--- src/rtl/sync_fifo_flags.sv ---
// sync_fifo_flags: single-clock FIFO with an occupancy count, programmable almost-full and
// almost-empty thresholds, sticky overflow/underflow flags and a synchronous flush.
// The read side is either first-word-fall-through (FWFT=1) or registered with one cycle of
// latency (FWFT=0).
//
// Ports:
//   clk          single clock, all state on the rising edge
//   rst_n        asynchronous active-low reset
//   clr          synchronous flush: pointers, level and rd_valid to zero
//   wr_data      write data
//   wr_en        write request, accepted when not full
//   full         level == DEPTH
//   almost_full  level >= AFULL_THRESH
//   rd_en        read/pop request, accepted when not empty
//   rd_data      read data (FWFT: head word; registered: last popped word)
//   rd_valid     FWFT: !empty; registered: one-cycle pulse after an accepted read
//   empty        level == 0
//   almost_empty level <= AEMPTY_THRESH
//   level        occupancy, 0..DEPTH
//   overflow     sticky, a write was rejected because the FIFO was full
//   underflow    sticky, a read was rejected because the FIFO was empty
//   err_clr      synchronous clear of overflow and underflow
module sync_fifo_flags #(
  parameter int unsigned DATA_WIDTH    = 16,
  parameter int unsigned ADDR_WIDTH    = 4,
  parameter int unsigned FWFT          = 1,
  parameter int unsigned AFULL_THRESH  = (1 << ADDR_WIDTH) - 2,
  parameter int unsigned AEMPTY_THRESH = 2
) (
  input  logic                  clk,
  input  logic                  rst_n,
  input  logic                  clr,
  input  logic [DATA_WIDTH-1:0] wr_data,
  input  logic                  wr_en,
  output logic                  full,
  output logic                  almost_full,
  input  logic                  rd_en,
  output logic [DATA_WIDTH-1:0] rd_data,
  output logic                  rd_valid,
  output logic                  empty,
  output logic                  almost_empty,
  output logic [ADDR_WIDTH:0]   level,
  output logic                  overflow,
  output logic                  underflow,
  input  logic                  err_clr
);

  localparam int unsigned DEPTH = 1 << ADDR_WIDTH;

  typedef logic [ADDR_WIDTH-1:0] ptr_t;
  typedef logic [ADDR_WIDTH:0]   lvl_t;

  localparam lvl_t LvlDepth  = lvl_t'(DEPTH);
  localparam lvl_t LvlAfull  = lvl_t'(AFULL_THRESH);
  localparam lvl_t LvlAempty = lvl_t'(AEMPTY_THRESH);

`ifndef SYNTHESIS
  // Configuration sanity: thresholds outside their legal range make the flags meaningless.
  if (AFULL_THRESH < 1 || AFULL_THRESH > DEPTH) begin : gen_bad_afull
    $error("sync_fifo_flags: AFULL_THRESH must be in 1..DEPTH");
  end
  if (AEMPTY_THRESH > DEPTH - 1) begin : gen_bad_aempty
    $error("sync_fifo_flags: AEMPTY_THRESH must be in 0..DEPTH-1");
  end
`endif

  // ---------------------------------------------------------------------------------------------
  // State
  // ---------------------------------------------------------------------------------------------
  logic [DATA_WIDTH-1:0] mem_q [DEPTH];
  ptr_t wr_ptr_q, wr_ptr_d;
  ptr_t rd_ptr_q, rd_ptr_d;
  lvl_t level_q, level_d;
  logic overflow_q, overflow_d;
  logic underflow_q, underflow_d;

  logic wr_accept;
  logic rd_accept;

  // ---------------------------------------------------------------------------------------------
  // Flags come from the level register only, so no request input reaches a flag combinationally.
  // ---------------------------------------------------------------------------------------------
  always_comb begin
    full         = (level_q == LvlDepth);
    empty        = (level_q == '0);
    almost_full  = (level_q >= LvlAfull);
    almost_empty = (level_q <= LvlAempty);
  end

  assign level     = level_q;
  assign overflow  = overflow_q;
  assign underflow = underflow_q;

  // A flush cycle ignores both requests entirely.
  assign wr_accept = wr_en & ~full & ~clr;
  assign rd_accept = rd_en & ~empty & ~clr;

  // ---------------------------------------------------------------------------------------------
  // Next-state logic
  // ---------------------------------------------------------------------------------------------
  always_comb begin
    wr_ptr_d    = wr_ptr_q;
    rd_ptr_d    = rd_ptr_q;
    level_d     = level_q;
    overflow_d  = overflow_q;
    underflow_d = underflow_q;

    if (clr) begin
      wr_ptr_d = '0;
      rd_ptr_d = '0;
      level_d  = '0;
    end else begin
      if (wr_accept) begin
        wr_ptr_d = wr_ptr_q + ptr_t'(1);
      end
      if (rd_accept) begin
        rd_ptr_d = rd_ptr_q + ptr_t'(1);
      end
      unique case ({wr_accept, rd_accept})
        2'b10:   level_d = level_q + lvl_t'(1);
        2'b01:   level_d = level_q - lvl_t'(1);
        default: level_d = level_q;
      endcase
    end

    // Set beats clear when both happen in the same cycle.
    if (wr_en && full && !clr) begin
      overflow_d = 1'b1;
    end else if (err_clr) begin
      overflow_d = 1'b0;
    end
    if (rd_en && empty && !clr) begin
      underflow_d = 1'b1;
    end else if (err_clr) begin
      underflow_d = 1'b0;
    end
  end

  always_ff @(posedge clk or negedge rst_n) begin
    if (!rst_n) begin
      wr_ptr_q    <= '0;
      rd_ptr_q    <= '0;
      level_q     <= '0;
      overflow_q  <= 1'b0;
      underflow_q <= 1'b0;
    end else begin
      wr_ptr_q    <= wr_ptr_d;
      rd_ptr_q    <= rd_ptr_d;
      level_q     <= level_d;
      overflow_q  <= overflow_d;
      underflow_q <= underflow_d;
    end
  end

  // Storage is intentionally not reset.
  always_ff @(posedge clk) begin
    if (wr_accept) begin
      mem_q[wr_ptr_q] <= wr_data;
    end
  end

  // ---------------------------------------------------------------------------------------------
  // Read path
  // ---------------------------------------------------------------------------------------------
  if (FWFT != 0) begin : gen_fwft
    // Head word is visible as soon as it is written; don't-care while empty.
    assign rd_data  = mem_q[rd_ptr_q];
    assign rd_valid = ~empty;
  end else begin : gen_reg
    logic [DATA_WIDTH-1:0] rd_data_q, rd_data_d;
    logic                  rd_valid_q, rd_valid_d;

    // rd_data holds across idle cycles and across a flush; rd_valid is a one-cycle pulse.
    always_comb begin
      rd_data_d  = rd_data_q;
      rd_valid_d = 1'b0;
      if (rd_accept) begin
        rd_data_d  = mem_q[rd_ptr_q];
        rd_valid_d = 1'b1;
      end
    end

    always_ff @(posedge clk or negedge rst_n) begin
      if (!rst_n) begin
        rd_data_q  <= '0;
        rd_valid_q <= 1'b0;
      end else begin
        rd_data_q  <= rd_data_d;
        rd_valid_q <= rd_valid_d;
      end
    end

    assign rd_data  = rd_data_q;
    assign rd_valid = rd_valid_q;
  end

`ifndef SYNTHESIS
  // Internal consistency: the level never exceeds the depth and matches the pointer distance.
  property p_level_bound;
    @(posedge clk) disable iff (!rst_n) level_q <= LvlDepth;
  endproperty
  a_level_bound: assert property (p_level_bound);

  property p_level_ptrs;
    @(posedge clk) disable iff (!rst_n) ptr_t'(wr_ptr_q - rd_ptr_q) == ptr_t'(level_q);
  endproperty
  a_level_ptrs: assert property (p_level_ptrs);

  property p_full_empty_excl;
    @(posedge clk) disable iff (!rst_n) !(full && empty);
  endproperty
  a_full_empty_excl: assert property (p_full_empty_excl);
`endif

endmodule

--- config.mk ---
export PLATFORM = sky130hd
export DESIGN_NAME = sync_fifo_flags
export DESIGN_NICKNAME = d
export VERILOG_FILES = /design/src/rtl/sync_fifo_flags.sv
export SDC_FILE = /design/constraint.sdc
export NUM_CORES = 1
export LEC_CHECK = 0
export BUFFER_PORTS_ARGS = -buffer_cell sky130_fd_sc_hd__buf_2
export CAP_MARGIN = 40
export CORE_MARGIN = 3
export CORE_UTILIZATION = 55
export DETAILED_ROUTE_END_ITERATION = 8
export GPL_ROUTABILITY_DRIVEN = 0
export GPL_TIMING_DRIVEN = 0
export PLACE_DENSITY = 0.85
export SYNTH_ARGS = -nofsm -noshare
export SYNTH_HDL_FRONTEND = slang
export SYNTH_SLANG_ARGS = --single-unit
--- constraint.sdc ---
create_clock -name clk -period 2.4 [get_ports clk]
set_input_delay 0.72 -clock clk [delete_from_list [all_inputs] [get_ports clk]]
set_output_delay 0.72 -clock clk [all_outputs]
set_load 0.1 [all_outputs]
==> impl_metrics.toml, run 1 <==
[outcome]
run_status = "finished with violations"
violations = "negative setup slack"

[sta]
fin_crit_ps = 3320
slew_headroom = 0.529
hold_violations = 0
fmaxAchievable_mhz = 301
fin_hold_ws_ps = 119
fin_setup_tns_ps = -15610
worst_pin_slew_ps = 706
fin_skew_ps = 22.1
slew_viol_final = 0
finalSetupViolations = 22
rsz0062_at_grt = "yes"
fin_crit_sh = 1.38
setup_ws_ps = -921

[finish]
fin_cells = 880
syn_to_final_growth_pct = 24.3
final_nets = 630
n_antenna_cell = 0
drive_gt1_frac = 0.452

[grt]
grt_antenna_before_repair = 0
grt_pass1_vias = 5958
grt_max_degree = 17
overflow = 0
grt_usage = 0.248
grt_first_pass_wirelength_microns = 38600

[clocking]
insertion_delay_ps = 540
cts_tree = "done"
clockBufferDepth = 3
cts-buffers-inserted = 27
htree_num_levels = 1
hold_buffers = 0
cts.sinks = 271
clk_pin_slew_ps = 70
clock-root-buffer = "clkbuf_16"

[placed_design]
dp.cells = 794
dp_hpwl_microns = 13800
portBuffers = 48

[route]
drt-vias-per-instance = 6.50
initialDrtViolationCount = 720
drt-wirelength-per-cell_microns = 31.0
drc = 0
num_vias = 5717
finalWirelength_microns = 27200
ant_nets = 0
drt_pass1_iterations = 5

[power]
p_per_area_mw_per_mm2 = 1120
p_comb_frac = 0.345
switching_share = 0.335
internal_power_mw = 9.87
p_leak_nw = 4.32
peakVddDrop_mv = 1.56
seqPwrFrac = 0.367
clockPowerShare = 0.288
p_switching_mw = 4.98

[floorplan]
start_util = 0.564
die_area_sq_mm = 0.0211
io_pins = 50
fp.dieH_microns = 145
die_x_microns = 145
rows = 50
core_sq_mm = 0.0189

[critical_path]
endpoint_kind = "output port"
path_max_fanout = 9
timing.rr.start = "level[2]"
crit_type = "register to output port"
timing.rr.end = "level[4]"
arrival_ps = 2600
critPathRequiredTime_ps = 1680
startpoint_type = "register"
reg2regPathDepth = 9
rrSetupSlack_ps = -260

[synth]
synthXorXnorAreaFrac = 0.00657
ys.flop_type = "edfxtp_1"
syn_nets = 508
yosys-mux-area-fraction = 0.174
ys_types = 37
synth_simple_gate_area_share = 0.0262
synth_top_family_by_area = "multiplexers"
yosysSeqAreaShare = 0.756
ys_ff_latch = 271
synth_compound_area_frac = 0.0133
syn_area_per_cell_sq_um = 22.3
netlist_instances = 479
synth_edf_count = 256
synth-async-reset-ratio = 0.0554
synth_adder_area_share = 0.00822
syn_area_sq_mm = 0.0107
synth_warnings = 0

[min_path]
hp-class = "input pin to asynchronous set/reset pin"

[flow_run]
maxCapViolCount = 0
[worst max-delay path, cell delays in order (launching register included)]
cell and delay [ps]:
dfrtp_2 440, buf_12 190, buf_4 170, mux4_2 520, mux4_2 530, buf_12 190
[metal layers]
layer | share of wire | global-route usage | wire length [microns] | up-vias
li1 | - | - | - | 2249
met1 | 0.36 | 0.327 | 9740 | 2993
met2 | 0.52 | 0.415 | 14200 | 400
met3 | 0.087 | 0.0478 | 2360 | 75
met4 | 0.036 | 0.101 | 979 | 0
met5 | 0 | 0 | 0 | -
[stage by stage]
stage | instance area [sq um] | worst slack [ps] | util | power (mW)
after floorplan | 10900 | -404 | - | 8.87
after global placement | 11500 | -524 | 0.607 | 9.51
after detailed placement | 11600 | -607 | 0.613 | 9.63
after CTS | 12900 | -876 | 0.680 | 14.5
after global routing | 13300 | -955 | 0.702 | 15.2
final | 13300 | -921 | 0.702 | 14.9
[cell type report]
cell class	instances	area (sq um)
flip-flops and latches	271	8080
repair buffers	96	1050
inverters	8	37.5
clock inverters	20	200
fillers	1103	5640
well taps	260	325
plain buffers	22	241
multi-input cells	175	2640
clock buffers	28	679
[how the worst max path moves through the flow]
| stage | startpoint | to | slack [ps] | cells past startpoint |
|---|---|---|---|---|
| final | rd_ptr_q[0] | rd_data[0] | -920 | 5 |
| after floorplan | level[2] | mem_q[0][0] | -400 | 7 |
| after global placement | rd_en | level[4] | -520 | 9 |
| after CTS | rd_ptr_q[0] | rd_data[0] | -880 | 5 |
| after global routing | rd_ptr_q[0] | rd_data[12] | -950 | 5 |
| after detailed placement | rd_ptr_q[3] | rd_data[12] | -610 | 4 |
[repair_timing]
item / in CTS / in global routing
pin swaps: 10 / 15
hold endpoints to repair: 0 / 0
gates resized for setup: 80 / 17
gates cloned: 1 / 2
endpoints found under the setup margin: 42 / 223
setup buffers: 16 / 24
[Yosys cell counts, types with 2 or more instances]
cell type  instances  area, sq um
a21oi_1            6         30.0
mux4_2            80         1800
nand2b_1           4         25.0
nor2_1            22         82.6
nand2_1           11         41.3
dfrtp_1           15          375
clkbuf_1           9         33.8
o21ai_0            3         15.0
nor3_1             4         20.0
xnor2_1            4         35.0
mux2i_1            2         20.0
edfxtp_1         256         7690
buf_4              6         45.0
a221o_1            2         20.0
a31o_2             2         17.5
nand3_1            3         15.0
xor2_1             4         35.0
or3_1              2         12.5
ha_1               7         87.6
nor4_1             2         12.5
mux2_2             2         22.5
inv_1              8         30.0
nor2b_1            2         12.5
buf_2             10         50.1
[sequential cells by signal, indices dropped and copies added (netlist names)]
register,cells
wr_ptr_q,4
underflow,1
rd_ptr_q,4
level,5
overflow,1
mem_q,256
[cell usage in the layout, fill, tap and decap left out, types with 3 or more instances in the layout]
master,Yosys,routed
a21oi_1,6,6
buf_12,0,22
buf_2,10,29
buf_4,6,28
buf_6,0,19
buf_8,0,9
bufinv_16,0,4
clkbuf_1,9,4
clkbuf_16,0,29
clkbuf_2,0,3
clkinv_1,0,6
clkinv_2,0,7
clkinvlp_4,0,5
dfrtp_1,15,8
dfrtp_4,0,5
edfxtp_1,256,256
ha_1,7,6
inv_1,8,6
mux4_2,80,80
nand2_1,11,6
nand2_2,0,3
nand2b_1,4,4
nand3_1,3,3
nor2_1,22,8
nor2_4,0,13
nor3_4,0,4
o21ai_0,3,3
xnor2_1,4,3
xor2_1,4,4
[cell families after synthesis]
logic type,count (synthesis)
fa+ha+maj,7
xor+xnor,8
compound gates,19
buf+inv,33
flops,271
simple gates,56
mux,85
[power groups by stage]
stage	Clock (mW)	Combinational [mW]	Sequential (mW)
after global placement	0	4.00	5.51
after detailed placement	0	4.10	5.53
after floorplan	0	3.06	5.80
after CTS	4.25	4.85	5.42
final	4.28	5.12	5.45
after global routing	4.49	5.28	5.46
Note: power is estimated with default switching activity, not from simulation.
==> run 2, diff against run 1 <==
==> config.mk (replaced) <==
export PLATFORM = sky130hd
export DESIGN_NAME = sync_fifo_flags
export DESIGN_NICKNAME = d
export VERILOG_FILES = /design/src/rtl/sync_fifo_flags.sv
export SDC_FILE = /design/constraint.sdc
export NUM_CORES = 1
export LEC_CHECK = 0
export BUFFER_PORTS_ARGS = -buffer_cell sky130_fd_sc_hd__buf_4
export CAP_MARGIN = 40
export CELL_PAD_IN_SITES_DETAIL_PLACEMENT = 0
export CELL_PAD_IN_SITES_GLOBAL_PLACEMENT = 1
export CORE_MARGIN = 3
export CORE_UTILIZATION = 49
export DETAILED_ROUTE_END_ITERATION = 8
export GPL_ROUTABILITY_DRIVEN = 0
export GPL_TIMING_DRIVEN = 0
export PLACE_DENSITY = 0.86
export SYNTH_ARGS = -nofsm -noshare
export SYNTH_HDL_FRONTEND = slang
export SYNTH_SLANG_ARGS = --single-unit
==> run 2 against run 1 <==
- the flow still finishes with violations (negative setup slack)
- global-route usage fell by 4.9 points
- wire length fell by 11%
- sequential cell count did not move
- largest cell class unchanged
==> impl_metrics.toml, run 2 (same netlist as run 1, synthesis figures left out) <==
[min_path]
hp-class = "input pin to asynchronous set/reset pin"

[grt]
overflow = 0
grt_max_degree = 17
grt_first_pass_wirelength_microns = 35000
grt_antenna_before_repair = 0
grt_pass1_vias = 5651
grt_usage = 0.200

[critical_path]
cp_top_family = "multiplexers"
crit_buf_inv = 3
arrival_ps = 2610
endpoint_kind = "output port"
reg2regPathDepth = 9
timing.rr.end = "level[4]"
path_max_fanout = 10
path_depth = 5
crit_path_top_delay_cell = "mux4_2"
timing.rr.start = "level[3]"
crit_type = "register to output port"
crit_top_cell = "buf_12"
rrSetupSlack_ps = -310
cpPeakStageDelay_ps = 540
crit_chain = "buf_12 -> buf_12 -> mux4_2 -> mux4_2 -> buf_12"
critPathRequiredTime_ps = 1680
startpoint_type = "register"

[finish]
n_antenna_cell = 0
fillers = 1400
largest_reg_flops = 256
syn_to_final_growth_pct = 23.5
largest-register = "mem_q"
final_nets = 617
layout_common_cells = "256 x edfxtp_1, 80 x mux4_2, 49 x buf_4"
drive_gt1_frac = 0.442
largest_registers = "mem_q (256), level (5)"
final_common_cell = "edfxtp_1"

[sta]
fin_skew_ps = 20.8
fin_crit_ps = 3330
finalSetupViolations = 22
worst_pin_slew_ps = 730
slew_headroom = 0.513
rsz0062_at_grt = "yes"
hold_violations = 0
slew_viol_final = 0
setup_ws_ps = -931
fmaxAchievable_mhz = 300
fin_crit_sh = 1.39

[route]
ant_nets = 0
initialDrtViolationCount = 548
finalWirelength_microns = 24300
drt-vias-per-instance = 6.02
drc = 0
num_vias = 5319
drt-wirelength-per-cell_microns = 27.5
drt_pass1_iterations = 5

[floorplan]
die_area_sq_mm = 0.0236
die_x_microns = 153
start_util = 0.502
core_sq_mm = 0.0212
rows = 53
fp.dieH_microns = 153
io_pins = 50

[outcome]
violations = "negative setup slack"
run_status = "finished with violations"

[clocking]
clk_pin_slew_ps = 60
cts_tree = "done"
hold_buffers = 0
insertion_delay_ps = 530
cts.sinks = 271
clock-root-buffer = "clkbuf_16"
cts-buffers-inserted = 26
clockBufferDepth = 3
htree_num_levels = 1

[power]
p_comb_frac = 0.342
p_switching_mw = 4.78
clockPowerShare = 0.284
seqPwrFrac = 0.374
p_leak_nw = 4.24
p_per_area_mw_per_mm2 = 1110
switching_share = 0.328
peakVddDrop_mv = 1.20
internal_power_mw = 9.77
finalPower_mw = 14.6

[placed_design]
dp_slack_ps = -578
dp_hpwl_microns = 13600
portBuffers = 48

[flow_run]
maxCapViolCount = 0
## run 2: worst register-to-register path: stages (launching register included)
cell and delay [ps]:
dfrtp_4 510, nor4_4 330, buf_4 170, mux2_4 310, xnor2_2 140, ha_2 190
or3_4 340, a21oi_4 180, mux2i_4 90, a221o_1 330
## run 2: how the worst max path moves through the flow
| stage | start | slack (ps) | end |
|---|---|---|---|
| after floorplan | level[2] | -400 | mem_q[0][0] |
| after global placement | clr | -570 | mem_q[5][11] |
| after detailed placement | rd_ptr_q[3] | -580 | rd_data[13] |
| after CTS | rd_ptr_q[0] | -880 | rd_data[1] |
| after global routing | rd_ptr_q[0] | -970 | rd_data[1] |
| final | rd_ptr_q[0] | -930 | rd_data[1] |
## run 2: layout make-up
cell class,instances,area [sq um],area share
inverters,8,37.5,0.00285
clock inverters,14,154,0.0117
repair buffers,84,906,0.0688
multi-input cells,175,2690,0.205
plain buffers,22,224,0.0170
flip-flops and latches,271,8080,0.614
clock buffers,34,722,0.0548
well taps,275,344,0.0261
## run 2: timing repair
action	CTS	global route
cloned	0	1
setup endpoints to repair	23	123
pin swaps	3	18
resized for setup	52	23
setup buffers	17	14
## run 2: through the flow
step | cell area (sq um) | setup TNS (ps) | cells | util | hold slack [ps]
floorplan | 10900 | -74270 | 479 | - | 424
global placement | 11600 | -78720 | 802 | 0.547 | 534
detailed placement | 11700 | -51610 | 809 | 0.553 | 549
CTS | 12900 | -14690 | 872 | 0.608 | 42.8
global route | 13200 | -18230 | 883 | 0.620 | 46.0
finish | 13200 | -15170 | 883 | 0.620 | 51.2
## run 2: routing by layer
metal,wire [microns],track usage,vias to the layer above,part of all wire
li1,-,-,2220,-
met1,9300,0.263,2804,0.38
met2,12800,0.341,260,0.53
met3,1700,0.0476,35,0.070
met4,511,0.0496,0,0.021
met5,0,0,-,0
## run 2: power by group through the flow
stage               clock network, mW  logic (mW)  registers [mW]
floorplan                           0        3.06            5.80
global placement                    0        4.15            5.52
detailed placement                  0        4.25            5.53
CTS                              4.19        4.81            5.43
global route                     4.38        5.16            5.45
finish                           4.14        4.97            5.45
